===== src/rtl/dport_pkg.sv =====
// Shared encodings and address map constants for the dport register front end.
package dport_pkg;

  typedef enum logic {
    IDLE = 1'b0,
    SLV  = 1'b1
  } state_t;

  localparam logic [19:0] STS_BASE    = 20'h00100;
  localparam logic [31:0] TIMEOUT_PAT = 32'hDEADBEEF;
  localparam int          REG_HI      = 23;
  localparam int          REG_LO      = 20;

endpackage


===== src/rtl/regs_strb_reg.sv =====
// One 32-bit control word with per-byte write enables.
// Updates on the edge where we is high; async reset loads RST.
module regs_strb_reg #(
  parameter logic [31:0] RST = '0
) (
  input  logic        clk,
  input  logic        rst,
  input  logic        we,
  input  logic [3:0]  wstrb,
  input  logic [31:0] wdata,
  output logic [31:0] q
);

  always_ff @(posedge clk or posedge rst) begin
    if (rst) begin
      q <= RST;
    end else if (we) begin
      for (int k = 0; k < 4; k++) begin
        if (wstrb[k]) q[k*8 +: 8] <= wdata[k*8 +: 8];
      end
    end
  end

endmodule


===== src/rtl/regs_bridge.sv =====
// ARM register request decoder: local ctl/sts bank, NSLV req/ack channels, slave timeout.
// Local and decode errors ack one cycle after the start; slave accesses ack one cycle after slvack.
module regs_bridge
  import dport_pkg::*;
#(
  parameter int NCTL    = 4,
  parameter int NSTS    = 2,
  parameter int NSLV    = 2,
  parameter int SLVAW   = 20,
  parameter int TIMEOUT = 1024,
  parameter logic [NCTL*32-1:0] CTL_RST = '0
) (
  input  logic                  clk,
  input  logic                  rst,
  input  logic [31:0]           armaddr,
  input  logic [31:0]           armwdata,
  input  logic [3:0]            armwstrb,
  input  logic                  armwr,
  input  logic                  armreq,
  output logic [31:0]           armrdata,
  output logic                  armack,
  output logic                  armerr,
  output logic [NSLV*SLVAW-1:0] slvaddr,
  output logic [NSLV*32-1:0]    slvwdata,
  output logic [NSLV*4-1:0]     slvwstrb,
  output logic [NSLV-1:0]       slvwr,
  output logic [NSLV-1:0]       slvreq,
  input  logic [NSLV-1:0]       slvack,
  input  logic [NSLV-1:0]       slverr,
  input  logic [NSLV*32-1:0]    slvrdata,
  output logic [NCTL*32-1:0]    ctl,
  input  logic [NSTS*32-1:0]    sts
);

  state_t      state, state_nxt;
  logic        armreq0;
  logic [3:0]  cur;
  logic [31:0] cnt;

  logic [3:0]  region;
  logic [19:0] off;
  logic [31:0] ctl_idx, sts_idx;
  logic        start, ctl_hit, sts_hit, is_local, is_slv, local_ok, timeout;
  logic [31:0] local_rdata, sel_rdata;
  logic        sel_ack, sel_err;
  logic [NCTL-1:0] ctl_we;
  logic        unused_addr;

  assign unused_addr = ^armaddr[31:24];

  always_comb begin
    region      = armaddr[REG_HI:REG_LO];
    off         = armaddr[19:0] & ~20'h3;
    start       = armreq & ~armreq0 & (state == IDLE);
    ctl_idx     = {14'd0, off[19:2]};
    sts_idx     = {14'd0, off[19:2]} - {14'd0, STS_BASE[19:2]};
    ctl_hit     = ctl_idx < 32'(NCTL);
    sts_hit     = (off >= STS_BASE) && (sts_idx < 32'(NSTS));
    is_local    = (region == 4'd0);
    is_slv      = !is_local && ({28'd0, region} <= 32'(NSLV));
    // Status words are read-only, so a write only lands on a ctl hit.
    local_ok    = armwr ? ctl_hit : (ctl_hit || sts_hit);
    local_rdata = '0;
    ctl_we      = '0;
    for (int i = 0; i < NCTL; i++) begin
      if (ctl_idx == 32'(i)) begin
        if (ctl_hit && !armwr) local_rdata = ctl[i*32 +: 32];
        ctl_we[i] = start & is_local & armwr;
      end
    end
    for (int j = 0; j < NSTS; j++) begin
      if (sts_hit && !armwr && !ctl_hit && sts_idx == 32'(j)) local_rdata = sts[j*32 +: 32];
    end
    sel_ack   = 1'b0;
    sel_err   = 1'b0;
    sel_rdata = '0;
    for (int c = 0; c < NSLV; c++) begin
      if (cur == 4'(c)) begin
        sel_ack   = slvack[c];
        sel_err   = slverr[c];
        sel_rdata = slvrdata[c*32 +: 32];
      end
    end
    timeout = (cnt == 32'(TIMEOUT - 1));
  end

  always_comb begin
    state_nxt = state;
    case (state)
      IDLE:    if (start && is_slv) state_nxt = SLV;
      SLV:     if (sel_ack || timeout) state_nxt = IDLE;
      default: state_nxt = IDLE;
    endcase
  end

  always_ff @(posedge clk or posedge rst) begin
    if (rst) state <= IDLE;
    else     state <= state_nxt;
  end

  always_ff @(posedge clk or posedge rst) begin
    if (rst) begin
      armreq0  <= 1'b0;
      armack   <= 1'b0;
      armerr   <= 1'b0;
      armrdata <= '0;
      cur      <= '0;
      cnt      <= '0;
      slvaddr  <= '0;
      slvwdata <= '0;
      slvwstrb <= '0;
      slvwr    <= '0;
      slvreq   <= '0;
    end else begin
      armreq0 <= armreq;
      armack  <= 1'b0;
      if (start) begin
        if (is_slv) begin
          cur <= 4'(region - 4'd1);
          cnt <= '0;
          for (int c = 0; c < NSLV; c++) begin
            if (region == 4'(c + 1)) begin
              slvaddr[c*SLVAW +: SLVAW] <= armaddr[SLVAW-1:0];
              slvwdata[c*32 +: 32]      <= armwdata;
              slvwstrb[c*4 +: 4]        <= armwstrb;
              slvwr[c]                  <= armwr;
              slvreq[c]                 <= 1'b1;
            end
          end
        end else begin
          armack   <= 1'b1;
          armerr   <= !(is_local && local_ok);
          armrdata <= (is_local && local_ok) ? local_rdata : 32'h0;
        end
      end else if (state == SLV) begin
        if (sel_ack || timeout) begin
          // Ack wins over a timeout landing on the same edge.
          armack   <= 1'b1;
          armerr   <= sel_ack ? sel_err : 1'b1;
          armrdata <= sel_ack ? sel_rdata : TIMEOUT_PAT;
          for (int c = 0; c < NSLV; c++) begin
            if (cur == 4'(c)) slvreq[c] <= 1'b0;
          end
        end else begin
          cnt <= cnt + 32'd1;
        end
      end
    end
  end

  for (genvar i = 0; i < NCTL; i++) begin : g_ctl
    regs_strb_reg #(
      .RST(CTL_RST[i*32 +: 32])
    ) u_reg (
      .clk   (clk),
      .rst   (rst),
      .we    (ctl_we[i]),
      .wstrb (armwstrb),
      .wdata (armwdata),
      .q     (ctl[i*32 +: 32])
    );
  end

endmodule


===== config.mk =====
export PLATFORM = sky130hd
export DESIGN_NAME = regs_bridge
export DESIGN_NICKNAME = d
export VERILOG_FILES = /design/src/rtl/dport_pkg.sv /design/src/rtl/regs_strb_reg.sv /design/src/rtl/regs_bridge.sv
export SDC_FILE = /design/constraint.sdc
export NUM_CORES = 1
export LEC_CHECK = 0
export BUFFER_PORTS_ARGS = -buffer_cell sky130_fd_sc_hd__buf_2
export CELL_PAD_IN_SITES_DETAIL_PLACEMENT = 1
export CELL_PAD_IN_SITES_GLOBAL_PLACEMENT = 1
export CORE_MARGIN = 2
export CORE_UTILIZATION = 40
export CTS_CLUSTER_DIAMETER = 120
export DETAILED_ROUTE_END_ITERATION = 6
export PLACE_DENSITY_LB_ADDON = 0.1
export SLEW_MARGIN = 10
export SYNTH_ARGS = -nofsm -noshare
export SYNTH_HDL_FRONTEND = slang
export SYNTH_SLANG_ARGS = --single-unit
export TNS_END_PERCENT = 10

===== constraint.sdc =====
create_clock -name clk -period 11.4 [get_ports clk]
set_input_delay 1.14 -clock clk [delete_from_list [all_inputs] [get_ports clk]]
set_output_delay 1.14 -clock clk [all_outputs]
set_load 0.05 [all_outputs]

* After elaboration in Yosys (flattened, before gate mapping)
Index checks and enable logic that the tools add are counted.
** Word-level totals
- Register bits :: 316
- Bits of input ports :: 204
- Output and inout bits :: 278
- Logic and storage cells :: 156
** Operators by class
- $add $sub $neg :: 3
- Magnitude comparators :: 4
- Eq/ne operators :: 13
- Multiplexer cells :: 51
- Bitwise operators :: 6
- Reduce and logical (&&, ||, !) cells :: 46
** Operators by type and width (count)
- $mux W32 :: 22
- $eq A18 B2 Y1 const B :: 2
- $reduce_and A2 Y1 :: 17
- $add A32 B1 Y32 const B :: 1
- $eq A32 B1 Y1 const B :: 1
- $eq A32 B10 Y1 const B :: 1
- $logic_not A32 Y1 :: 1
- $lt A32 B2 Y1 const B :: 1
- $mux W1 :: 24
- $ge A20 B9 Y1 const B :: 1
- $sub A18 B7 Y19 const B :: 1
- $eq A18 B1 Y1 const B :: 1
- $logic_not A18 Y1 :: 1
- $lt A18 B3 Y1 const B :: 1
- $reduce_and A3 Y1 :: 4
- $reduce_and A5 Y1 :: 2
- $logic_and A1 B1 Y1 :: 9
- $eq A4 B1 Y1 const B :: 2
- $logic_not A4 Y1 :: 2
- $mux W2 :: 4
- $reduce_bool A2 Y1 :: 4
- $ne A2 B1 Y1 const B :: 3
- $and A1 B1 Y1 :: 4
- $eq A4 B2 Y1 const B :: 1
- 7 further kinds :: 13

* Longest topological paths before layout
Gate-level depths: netlist (run 1).
- Depth after elaboration :: 15
- Mapped depth :: 10
- Depth with buffers taken out :: 9

* Cells and area by module
A second synthesis (run 1) with hierarchy kept.
** Unflattened totals
- Cell total of the unflattened synthesis :: 1371
- Area, all modules :: 15622.5 um2
** Modules (own cells, without submodules)
- regs_bridge :: times used 1, cells an instance 1095, area each 10862.9 um2, seq. area each 4704.5 um2
- regs_strb_reg :: times used 4, cells an instance 69, area each 1189.9 um2, seq. area each 800.8 um2

* Least setup slack after synthesis (run 1)
OpenSTA, ideal clock, no wires.
- Kind :: input to register
- Start point :: in armaddr[3]
- End point :: reg g_ctl[2].u_reg.q[0]
- Library setup time :: 0.125 ns
- Arrival time :: 2.996 ns
- Required time :: 11.275 ns
- Setup slack :: 8.279 ns
- Cell stages on the path :: 5
- Buffers on the path :: 2
- Cell sequence :: clkbuf_1 -> buf_1 -> nand4_2 -> nor2_2 -> mux2_2
** Between the ends
- Word-level cells in the longest chain between the ends :: 3
** RTL lines
- start, declared :: line regs_bridge.sv:15 : input logic [31:0] armaddr,
- $eq A18 B2 Y1 :: line regs_bridge.sv:66 : if (ctl_idx == 32'(i)) begin
- $mux W1 :: line regs_bridge.sv:66
- $reduce_and A2 Y1 (no source line)
- end signal, assigned by index :: line regs_strb_reg.sv:19 : if (wstrb[k]) q[k*8 +: 8] <= wdata[k*8 +: 8];
- end, declared :: line regs_strb_reg.sv:11 : output logic [31:0] q
No other way between the ends.
A chain may end at the register's enable or synchronous reset.

* Worst setup path in the final report (run 1)
- Start point :: in armreq
- End point :: reg cnt[24]
** Between the ends
- Word-level cells in the longest chain between the ends :: 4
- Elaborated cells between the ends (all ways) :: 7
- Classes of those cells :: 2 x eq/ne; 1 x mux; 2 x bitwise; 2 x reduce/logical
** RTL lines
- start, declared :: line regs_bridge.sv:19 : input logic armreq,
- $and A1 B1 Y1 * (2 in series) :: line regs_bridge.sv:54 : start = armreq & ~armreq0 & (state == IDLE);
- $ne A2 B2 Y1 (no source line), or another cell as far along
- $reduce_and A3 Y1 (no source line)
- end signal, assigned :: line regs_bridge.sv:145 : cnt <= cnt + 32'd1;
- end, declared :: line regs_bridge.sv:38 : logic [31:0] cnt;
Mark *: on every way between the ends. The rest lies on a longest branch, timed or not.

==> results of run 1 <==
power groups by stage:
stage	Combinational, mW	Clock [mW]	Sequential, mW
2_1_floorplan	0.221	0	1.70
3_3_place_gp	0.855	0	1.32
3_5_place_dp	0.862	0	1.33
4_1_cts	0.865	1.16	1.31
5_1_grt	0.903	1.20	1.32
6_report	0.860	1.13	1.31
synth_stat cells (5+ instances only):
library cell,n
sky130_fd_sc_hd__a221oi_1,21
sky130_fd_sc_hd__buf_2,7
sky130_fd_sc_hd__nor3_1,16
sky130_fd_sc_hd__and4_1,8
sky130_fd_sc_hd__a22o_1,13
sky130_fd_sc_hd__mux2_1,8
sky130_fd_sc_hd__o22ai_1,9
sky130_fd_sc_hd__o31ai_1,9
sky130_fd_sc_hd__mux2_2,262
sky130_fd_sc_hd__buf_1,7
sky130_fd_sc_hd__xnor2_1,19
sky130_fd_sc_hd__nand4_1,8
sky130_fd_sc_hd__a21o_1,12
sky130_fd_sc_hd__o21ai_0,43
sky130_fd_sc_hd__inv_1,18
sky130_fd_sc_hd__nand3_1,22
sky130_fd_sc_hd__nor4_1,10
sky130_fd_sc_hd__a211oi_1,10
sky130_fd_sc_hd__xor2_1,10
sky130_fd_sc_hd__clkbuf_1,54
sky130_fd_sc_hd__nand2_1,37
sky130_fd_sc_hd__a21oi_1,11
sky130_fd_sc_hd__and3_1,10
sky130_fd_sc_hd__mux4_2,9
sky130_fd_sc_hd__nand2_2,12
sky130_fd_sc_hd__a32oi_1,23
sky130_fd_sc_hd__nor2_1,74
sky130_fd_sc_hd__mux2i_1,13
sky130_fd_sc_hd__a221o_1,23
sky130_fd_sc_hd__ha_1,5
sky130_fd_sc_hd__dfrtp_1,316
sky130_fd_sc_hd__o311a_1,5
logic make-up after synthesis:
group | after synthesis | synth area share
buf+inv | 87 | 0.02321
xor+xnor | 29 | 0.01739
flops | 316 | 0.5413
fa+ha+maj | 5 | 0.004283
compound gates | 191 | 0.09790
mux | 292 | 0.2309
simple gates | 233 | 0.08497
through the flow:
step / setup slack [ns] / power [mW] / util
finish: 7.783 / 3.301 / 0.5208
global route: 7.468 / 3.425 / 0.5207
CTS: 7.773 / 3.332 / 0.5206
detailed placement: 7.230 / 2.190 / 0.4884
global placement: 7.224 / 2.174 / 0.4884
floorplan: 1.517 / 1.924 / -
per-layer routing:
layer	track usage	wire length [um]
met2	0.4827	26860
met4	0.1057	2062
met3	0.07323	3726
met5	0	31
met1	0.3370	21510
registers in the layout, indices dropped and copies added (netlist names):
signal,cells
armrdata,32
slvreq,2
slvwstrb,8
armack,1
armerr,1
armreq0,1
cur,4
slvwr,2
state,1
slvwdata,64
g_ctl.u_reg.q,128
slvaddr,40
cnt,32
area by class of cell:
class / count / area (um^2)
inverter: 18 / 75.07
sequential: 316 / 7908
antenna: 2 / 5.005
clock buffer: 55 / 1114
tap: 461 / 576.8
timing repair buffer: 489 / 2490
multi-input combinational: 750 / 6407
clock inverter: 6 / 37.54
fill: 3882 / 17130
cell usage in the layout, fill, tap and decap left out, types with 21 or more instances in the layout:
cell,netlist,layout
sky130_fd_sc_hd__a221o_1,23,23
sky130_fd_sc_hd__clkbuf_16,0,37
sky130_fd_sc_hd__mux2_2,262,262
sky130_fd_sc_hd__dfrtp_1,316,316
sky130_fd_sc_hd__nand2_1,37,36
sky130_fd_sc_hd__a221oi_1,21,21
sky130_fd_sc_hd__o21ai_0,43,43
sky130_fd_sc_hd__nand3_1,22,22
sky130_fd_sc_hd__buf_2,7,472
sky130_fd_sc_hd__a32oi_1,23,23
sky130_fd_sc_hd__nor2_1,74,71
worst paths after layout:
path | start | endpoint | slack (ns) | depth (start not counted)
min in group asynchronous | rst | slvaddr[39]$_DFFE_PP0P_ | 0.75 | 2
hold reg to reg | armerr$_DFFE_PP0P_ | armerr$_DFFE_PP0P_ | 0.47 | 2
max in group asynchronous | rst | armrdata[11]$_DFFE_PP0P_ | 8.24 | 4
hold / removal | armerr$_DFFE_PP0P_ | armerr$_DFFE_PP0P_ | 0.47 | 2
setup reg to reg | armreq0$_DFF_PP0_ | cnt[24]$_DFFE_PP0P_ | 8.09 | 5
setup / recovery | armreq | cnt[24]$_DFFE_PP0P_ | 7.78 | 6
worst register-to-register path: stages, from the launching register on:
cell and delay (ns):
sky130_fd_sc_hd__dfrtp_1 0.39, sky130_fd_sc_hd__nor3b_2 0.75, sky130_fd_sc_hd__nand2_1 0.75, sky130_fd_sc_hd__a211oi_1 0.92, sky130_fd_sc_hd__a21oi_1 0.14, sky130_fd_sc_hd__a31o_2 0.25
==> flow_summary.json, run 1 <==
{
  "outcome": "complete, no violations",
  "grt_pass1_vias": 12533,
  "tns_ns": 0,
  "syn_inst": 1153,
  "final_cells": 2097,
  "category_of_the_critical_setup_timing_path": "input port to flip-flop",
  "ant_nets": 0,
  "fin_crit_ns": 3.617,
  "yosysWarningCount": 0,
  "power_report.internal_total_mw": 2.132,
  "crit_required_ns": 11.81,
  "timing_limited_maximum_frequency_mhz": 276.5,
  "synthFlopType": "sky130_fd_sc_hd__dfrtp_1",
  "syn_area_per_cell_um2": 12.67,
  "initial_core_utilization": 0.4087,
  "clock_skew_ns": 0.01960,
  "finalHoldViolations": 0,
  "cp.arrival_ns": 4.02,
  "report.final.slew_viol_count": 0,
  "final_area_um2": 18610,
  "fin_hold_ws_ns": 0.4703,
  "holdCritPathClass": "flip-flop to flip-flop",
  "end_kind": "flip-flop",
  "ctsHoldBuffers": 0,
  "cts-root-to-sink-buffers": 3,
  "wl_per_cell_um": 25.84,
  "grt_setup_unrepaired": "no",
  "post_synth_arst_share": 1.000,
  "critPathBufInv": 1,
  "netlist.area_leader.share": 0.5413,
  "number_of_different_library_cells_in_the_post_synthesis_netlist": 58,
  "power.switching_fraction": 0.3543,
  "placement.io_buffers": 473,
  "dieWidth_um": 195.1,
  "max_slew.worst_pin.slew_ns": 1.040,
  "num_cts_buffers": 36,
  "startpoint_type": "input port",
  "irDropWorstVdd_mv": 0.1412,
  "area_growth_syn_to_layout_pct": 27.42,
  "synth_area_um2": 14610,
  "global_route.usage.total": 0.2802,
  "cts_post_setup_buffers_inserted": 0,
  "ys_ff_latch": 316,
  "post-route-drc-count": 0,
  "p_clk_frac": 0.343,
  "grt_first_pass_wirelength_um": 80470,
  "synth-edff-count": 0,
  "power_switching_mw": 1.170,
  "setup_viol": 0,
  "detail_route.iter0.violations": 549,
  "maxCapViolCount": 0,
  "grt_start_max_net_pins": 116,
  "cts_repair_resize_count": 0,
  "std_cell_rows": 69,
  "syn_nets": 1362,
  "gpl.final_weighted_congestion": 0.8219,
  "pin_count": 482,
  "dp_cells": 2034,
  "dpl.hpwl_um": 39570,
  "instance_area_at_placement_um2": 17460,
  "die_h_um": 195.1,
  "num_vias": 11703,
  "via_per_inst": 5.581,
  "cts_htree_levels": 2,
  "cts-root-buf": "sky130_fd_sc_hd__clkbuf_16",
  "nNetsFinal": 1820,
  "firstDrtPassIters": 4,
  "detail_route.wirelength_um": 54190,
  "initial_antenna_violation_count": 8,
  "floorplan.core_area_um2": 35740,
  "fin_crit_sh": 0.3172,
  "combinationalPowerShare": 0.260,
  "sequentialPowerShare": 0.396,
  "final_layout_size_suffix_gt1_frac": 0.5196,
  "cts_tree": "built",
  "powerDensity_nw_per_um2": 177.4,
  "netlist_top_cells_area": "sky130_fd_sc_hd__dfrtp_1, sky130_fd_sc_hd__mux2_2, sky130_fd_sc_hd__nor2_1",
  "worstPathCellList": "buf_2 -> nor3b_2 -> nand2_1 -> a211oi_1 -> a21oi_1 -> a31o_2",
  "critPathSlowestCell": "sky130_fd_sc_hd__a211oi_1",
  "portion_of_the_post_synthesis_area_used_by_sequential_elements": 0.5413,
  "largest_incremental_delay_on_the_critical_path_ns": 0.92,
  "power.static_leakage_nw": 9.802,
  "cts.sinks": 316,
  "design.die.area_um2": 38060,
  "critical_path.top_delay_family": "simple AND/OR/NAND/NOR gates",
  "yosys.area.top_type": "sky130_fd_sc_hd__dfrtp_1",
  "clock_latency_reported_for_the_late_side_of_the_worst_skew_pair_ns": 0.52,
  "crit_fanout": 23,
  "grt.overflow.total": 0,
  "clkSlewWorstSetupHoldPaths_ns": 0.06,
  "relative_slew_slack": 0.3068
}
(Power assumes the default switching activity.)
==> run 2: changes to the inputs <==
--- a/config.mk
+++ b/config.mk
@@ -5,11 +5,12 @@
 export SDC_FILE = /design/constraint.sdc
 export NUM_CORES = 1
 export LEC_CHECK = 0
+export ABC_AREA = 1
 export BUFFER_PORTS_ARGS = -buffer_cell sky130_fd_sc_hd__buf_2
 export CELL_PAD_IN_SITES_DETAIL_PLACEMENT = 1
 export CELL_PAD_IN_SITES_GLOBAL_PLACEMENT = 1
 export CORE_MARGIN = 2
-export CORE_UTILIZATION = 40
+export CORE_UTILIZATION = 33
 export CTS_CLUSTER_DIAMETER = 120
 export DETAILED_ROUTE_END_ITERATION = 6
 export PLACE_DENSITY_LB_ADDON = 0.1
==> constraint.sdc (replaced) <==
create_clock -name clk -period 3.2 [get_ports clk]
set_input_delay 0.32 -clock clk [delete_from_list [all_inputs] [get_ports clk]]
set_output_delay 0.32 -clock clk [all_outputs]
set_load 0.05 [all_outputs]
==> flow_summary.json, run 2 <==
{
  "top_regs": "g_ctl.u_reg.q: 128 flops, slvwdata: 64 flops, slvaddr: 40 flops",
  "cts_tree": "built",
  "syn_inst": 1959,
  "final_cell_mix": "sky130_fd_sc_hd__nand2_1, sky130_fd_sc_hd__buf_2, sky130_fd_sc_hd__dfrtp_1",
  "ant_nets": 0,
  "critPathMostFrequentCell": "sky130_fd_sc_hd__nand2_1",
  "dp_cells": 2961,
  "die_h_um": 219.9,
  "clock_skew_ns": 0.02322,
  "pin_count": 482,
  "nNetsFinal": 2606,
  "timing_limited_maximum_frequency_mhz": 384.8,
  "cts_htree_levels": 2,
  "top_register": "g_ctl.u_reg.q",
  "design.die.area_um2": 48340,
  "crit_required_ns": 3.65,
  "grt_first_pass_wirelength_um": 98770,
  "synthFlopType": "sky130_fd_sc_hd__dfrtp_1",
  "syn_area_per_cell_um2": 7.850,
  "setup_viol": 0,
  "initial_antenna_violation_count": 13,
  "grt_start_max_net_pins": 102,
  "cts.sinks": 316,
  "clkSlewWorstSetupHoldPaths_ns": 0.06,
  "synth-edff-count": 0,
  "post_synth_arst_share": 1.000,
  "ys_ff_latch": 316,
  "netlist.area_leader.share": 0.5142,
  "num_vias": 15539,
  "initial_core_utilization": 0.3324,
  "finalWorstSetupSlack_ns": 0.6011,
  "via_per_inst": 5.130,
  "dieWidth_um": 219.9,
  "finalHoldViolations": 0,
  "wl_per_cell_um": 21.40,
  "floorplan.core_area_um2": 46260,
  "grt.overflow.total": 0,
  "dpl.hpwl_um": 49460,
  "powerDensity_nw_per_um2": 606.0,
  "power.static_leakage_nw": 9.954,
  "relative_slew_slack": 0.2922,
  "clock_latency_reported_for_the_late_side_of_the_worst_skew_pair_ns": 0.56,
  "number_of_different_library_cells_in_the_post_synthesis_netlist": 38,
  "grt_pass1_vias": 16244,
  "crit_fanout": 31,
  "end_kind": "flip-flop",
  "detail_route.wirelength_um": 64820,
  "placement.io_buffers": 473,
  "grt_setup_unrepaired": "no",
  "largest_reg_flops": 128,
  "firstDrtPassIters": 5,
  "cp.arrival_ns": 3.05,
  "area_growth_syn_to_layout_pct": 27.60,
  "outcome": "complete, no violations",
  "critPathSlowestCell": "sky130_fd_sc_hd__inv_2",
  "place_worst_setup_slack_ns": 0.5073,
  "yosysWarningCount": 0,
  "multiInputGateArea_um2": 6623,
  "global_route.usage.total": 0.2689,
  "critPathBufInv": 2,
  "fillCellCount": 5781,
  "syn_nets": 2168,
  "fin_crit_ns": 2.599,
  "cts-root-to-sink-buffers": 3,
  "worstPathCellList": "inv_1 -> nor3_1 -> nand2_1 -> nor2_1 -> nand3_1 -> nand3_1 -> nand2_1 -> inv_2 -> nand2_1 -> o31ai_1",
  "final_cells": 3029,
  "detail_route.iter0.violations": 988,
  "synth_common_cells": "sky130_fd_sc_hd__nand2_1, sky130_fd_sc_hd__dfrtp_1, sky130_fd_sc_hd__o21ai_0, sky130_fd_sc_hd__nor2_1, sky130_fd_sc_hd__nand3_1",
  "cts_repair_resize_count": 0,
  "yosys.area.top_type": "sky130_fd_sc_hd__dfrtp_1",
  "final_layout_size_suffix_gt1_frac": 0.2440,
  "fin_crit_sh": 0.8121,
  "cts-root-buf": "sky130_fd_sc_hd__clkbuf_16",
  "report.final.slew_viol_count": 0,
  "holdCritPathClass": "input port to flip-flop",
  "category_of_the_critical_setup_timing_path": "flip-flop to flip-flop",
  "netlist_top_cells_area": "sky130_fd_sc_hd__dfrtp_1, sky130_fd_sc_hd__nand2_1, sky130_fd_sc_hd__o21ai_0",
  "portion_of_the_post_synthesis_area_used_by_sequential_elements": 0.5142,
  "num_cts_buffers": 38,
  "gpl.final_weighted_congestion": 0.8780,
  "seqCellArea_um2": 7908,
  "post-synth-top-count-cell": "sky130_fd_sc_hd__nand2_1",
  "irDropWorstVdd_mv": 0.4095,
  "largest_incremental_delay_on_the_critical_path_ns": 0.44,
  "tns_ns": 0,
  "synth_area_um2": 15380,
  "max_slew.worst_pin.slew_ns": 1.060,
  "maxCapViolCount": 0,
  "post-route-drc-count": 0,
  "std_cell_rows": 79,
  "critical_path.top_delay_family": "simple AND/OR/NAND/NOR gates",
  "most_common_cell_after_layout_fill_and_taps_aside": "sky130_fd_sc_hd__nand2_1",
  "startpoint_type": "flip-flop"
}
-- run 2: cell types whose count changed after synthesis, moves of 21 or more --
| cell | before | now |
|---|---|---|
| sky130_fd_sc_hd__buf_2 | 7 | 28 |
| sky130_fd_sc_hd__nor2_1 | 74 | 210 |
| sky130_fd_sc_hd__nand4_1 | 8 | 74 |
| sky130_fd_sc_hd__a221oi_1 | 21 | 0 |
| sky130_fd_sc_hd__inv_1 | 18 | 107 |
| sky130_fd_sc_hd__a21oi_1 | 11 | 78 |
| sky130_fd_sc_hd__mux2_2 | 262 | 0 |
| sky130_fd_sc_hd__a32oi_1 | 23 | 0 |
| sky130_fd_sc_hd__a221o_1 | 23 | 0 |
| sky130_fd_sc_hd__o21ai_0 | 43 | 260 |
| sky130_fd_sc_hd__a31oi_1 | 1 | 25 |
| sky130_fd_sc_hd__nand3_1 | 22 | 131 |
| sky130_fd_sc_hd__nand2_1 | 37 | 531 |
-- run 2: metrics by stage --
stage	hold slack, ns	area [um^2]	util	power, mW
2_1_floorplan	0.3514	15380	-	6.798
3_5_place_dp	0.4514	18440	0.3986	7.843
3_3_place_gp	0.4591	18440	0.3986	7.772
4_1_cts	0.01387	19610	0.4239	12.03
5_1_grt	0.05393	19620	0.4241	12.43
6_report	0.03760	19620	0.4242	11.89
-- run 2: tightest hold or removal path: cells and delay by family --
kind / cells / cell delay, ns
AO/OA/AOI/OAI: 1 / 0.08
buffers and inverters: 2 / 0.15
-- run 2: final timing paths --
check | startpoint | depth (start not counted) | slack [ns] | endpoint
hold reg to reg | slvwstrb[7]$_DFFE_PP0P_ | 2 | 0.48 | slvwstrb[7]$_DFFE_PP0P_
hold / removal | armaddr[4] | 3 | 0.04 | slvaddr[24]$_DFFE_PP0P_
min in group asynchronous | rst | 3 | 0.44 | g_ctl[0].u_reg.q[14]$_DFFE_PP0P_
setup / recovery | cnt[2]$_DFFE_PP0P_ | 10 | 0.60 | cnt[19]$_DFFE_PP0P_
setup reg to reg | cnt[2]$_DFFE_PP0P_ | 10 | 0.60 | cnt[19]$_DFFE_PP0P_
max in group asynchronous | rst | 4 | 1.85 | cnt[6]$_DFFE_PP0P_
-- run 2: repair_timing --
item                                    CTS  global route
endpoints found under the hold margin    22             0
hold buffers                              3             0
endpoints found under the setup margin    0             0
setup buffers                             0             0
-- run 2: layer usage --
layer  wire (um)  up-vias  track usage
li1            -     7398            -
met2       31010      400       0.4526
met4        1963       18      0.08881
met1       27860     7611       0.3421
met3        3867      112      0.05908
met5         111        -            0
-- run 2: logic make-up after synthesis --
kind of cell             synth area share
flip-flops                         0.5142
AND/OR/NAND/NOR                    0.2783
buffers and inverters             0.05801
XOR/XNOR                          0.01025
AO/OA/AOI/OAI                      0.1352
adder cells (fa/ha/maj)          0.004068
-- run 2: where the power goes --
part	total, mW	internal (mW)	switching [mW]
sequential	4.74	4.42	0.319
combinational	3.02	0.706	2.31
clock	4.13	2.39	1.74
-- run 2: area by class of cell --
cell class | instances | area share
sequential | 316 | 0.4030
multi-input combinational | 1419 | 0.3375
timing repair buffer | 510 | 0.1403
clock buffer | 54 | 0.05459
tap | 607 | 0.03871
inverter | 112 | 0.02174
clock inverter | 7 | 0.003635
antenna | 4 | 0.0005101
==> run 3: changes to the inputs <==
==> constraint.sdc (replaced) <==
create_clock -name clk -period 2.15 [get_ports clk]
set_input_delay 0.215 -clock clk [delete_from_list [all_inputs] [get_ports clk]]
set_output_delay 0.215 -clock clk [all_outputs]
set_load 0.05 [all_outputs]
==> flow_summary.json, run 3 (synthesis gave the netlist of run 2 again) <==
{
  "outcome": "complete, no violations",
  "pin_count": 482,
  "max_slew.worst_pin.slew_ns": 0.6253,
  "final_layout_size_suffix_gt1_frac": 0.2755,
  "finalWorstSetupSlack_ns": 0.1342,
  "timing_limited_maximum_frequency_mhz": 496.1,
  "cp.arrival_ns": 2.45,
  "setup_viol": 0,
  "fin_crit_sh": 0.9376,
  "finalHoldViolations": 0,
  "clock_skew_ns": 0.03345,
  "via_per_inst": 5.130,
  "cts-root-buf": "sky130_fd_sc_hd__clkbuf_16",
  "clock_latency_reported_for_the_late_side_of_the_worst_skew_pair_ns": 0.58,
  "dpl.hpwl_um": 50950,
  "end_kind": "flip-flop",
  "wl_per_cell_um": 21.29,
  "cts_tree": "built",
  "initial_antenna_violation_count": 16,
  "nNetsFinal": 2710,
  "placement.io_buffers": 473,
  "initial_core_utilization": 0.3324,
  "die_h_um": 219.9,
  "grt_pass1_vias": 16631,
  "seqCellArea_um2": 7908,
  "place_worst_setup_slack_ns": -0.1705,
  "std_cell_rows": 79,
  "num_vias": 16124,
  "fin_crit_ns": 2.016,
  "design.die.area_um2": 48340,
  "report.final.slew_viol_count": 0,
  "grt_first_pass_wirelength_um": 100800,
  "grt_setup_unrepaired": "yes",
  "firstDrtPassIters": 5,
  "detail_route.iter0.violations": 1120,
  "grt.overflow.total": 0,
  "global_route.usage.total": 0.2744,
  "crit_fanout": 15,
  "irDropWorstVdd_mv": 0.7180,
  "maxCapViolCount": 0,
  "cts_htree_levels": 2,
  "final_cell_mix": "sky130_fd_sc_hd__nand2_1, sky130_fd_sc_hd__buf_2, sky130_fd_sc_hd__dfrtp_1",
  "cts-root-to-sink-buffers": 3,
  "top_regs": "g_ctl.u_reg.q: 128 flops, slvwdata: 64 flops, slvaddr: 40 flops",
  "fillCellCount": 5725,
  "powerDensity_nw_per_um2": 907.4,
  "num_cts_buffers": 39,
  "floorplan.core_area_um2": 46260,
  "gpl.final_weighted_congestion": 0.8788,
  "grt_start_max_net_pins": 101,
  "crit_required_ns": 2.59,
  "ant_nets": 0,
  "startpoint_type": "flip-flop",
  "post-route-drc-count": 0,
  "holdCritPathClass": "input port to flip-flop",
  "total_power_mw": 19.10,
  "clkSlewWorstSetupHoldPaths_ns": 0.06,
  "category_of_the_critical_setup_timing_path": "flip-flop to flip-flop",
  "area_growth_syn_to_layout_pct": 36.89,
  "multiInputGateArea_um2": 6750,
  "relative_slew_slack": 0.5831,
  "most_common_cell_after_layout_fill_and_taps_aside": "sky130_fd_sc_hd__nand2_1",
  "cts.sinks": 316,
  "power.static_leakage_nw": 10.63,
  "dieWidth_um": 219.9,
  "detail_route.wirelength_um": 66930,
  "largest_reg_flops": 128,
  "top_register": "g_ctl.u_reg.q"
}
-- run 3: changes by cell type in the layout (fill, tap and decap cells not counted), sizes merged, moves of 2 or more --
cell,previous run,this run
buf,507,574
dlygate4sd3,3,38
bufinv,1,5
clkbuf,54,57
diode,4,6
inv,110,112
-- run 3: routing by layer --
| layer | wire (um) | up-vias | track usage |
|---|---|---|---|
| li1 | - | 7619 | - |
| met1 | 28220 | 7956 | 0.3478 |
| met2 | 32380 | 418 | 0.4599 |
| met3 | 4097 | 111 | 0.06418 |
| met4 | 2105 | 20 | 0.09195 |
| met5 | 124 | - | 0 |
-- run 3: critical path: stages, from the launching register on --
cell	delay, ns
sky130_fd_sc_hd__dfrtp_1	0.38
sky130_fd_sc_hd__nor4_2	0.29
sky130_fd_sc_hd__nand2_1	0.14
sky130_fd_sc_hd__nor2_1	0.16
sky130_fd_sc_hd__nand3_1	0.15
sky130_fd_sc_hd__nand2_1	0.13
sky130_fd_sc_hd__nand2_1	0.13
sky130_fd_sc_hd__buf_4	0.24
sky130_fd_sc_hd__a21oi_1	0.18
sky130_fd_sc_hd__a21oi_1	0.09
-- run 3: cell type report --
type / count / share of cell area
repair inverters: 1 / 0.0002972
inverters: 112 / 0.02051
multi-input cells: 1419 / 0.3207
diodes: 6 / 0.0007133
clock buffers: 57 / 0.05682
clock inverters: 13 / 0.009926
repair buffers: 612 / 0.1793
well taps: 607 / 0.03608
flip-flops and latches: 316 / 0.3757
-- run 3: repair_timing --
action                                  CTS  global route
buffers inserted                          0             0
pin swaps                                 0             1
hold endpoints to repair                173             0
endpoints found under the setup margin   18           150
resized for setup                         3            38
hold buffers                             38             0
gates cloned                              0             1
-- run 3: through the flow --
stage               instance area, um^2  TNS, ns  hold WS (ns)  std cells  utilization
finish                            21050        0       0.03186       3143       0.4550
global placement                  19090  -0.9948        0.1987       3028       0.4127
CTS                               20890        0     0.0002692       3136       0.4516
floorplan                         15380  -719.17        0.2464       1959            -
detailed placement                19090   -4.516        0.2085       3028       0.4127
global route                      21040  -0.1015       0.04035       3140       0.4549
-- run 3: final timing paths --
check	from	end	slack [ns]	cells after the start
worst max register to register	cnt[24]$_DFFE_PP0P_	armrdata[7]$_DFFE_PP0P_	0.13	9
worst max-delay path	cnt[24]$_DFFE_PP0P_	armrdata[7]$_DFFE_PP0P_	0.13	9
worst min register to register	slvwstrb[7]$_DFFE_PP0P_	slvwstrb[7]$_DFFE_PP0P_	0.48	2
max in group asynchronous	rst	cnt[22]$_DFFE_PP0P_	1.07	4
worst min-delay path	armwdata[8]	slvwdata[40]$_DFFE_PP0P_	0.03	3
min in group asynchronous	rst	slvwr[1]$_DFFE_PP0P_	0.17	3
-- run 3: where the power goes --
part	leakage, nW	internal (mW)	switching [mW]
clock network	0.698	4.47	2.75
logic	5.68	1.25	3.62
registers	4.25	6.58	0.438
total	10.6	12.3	6.80
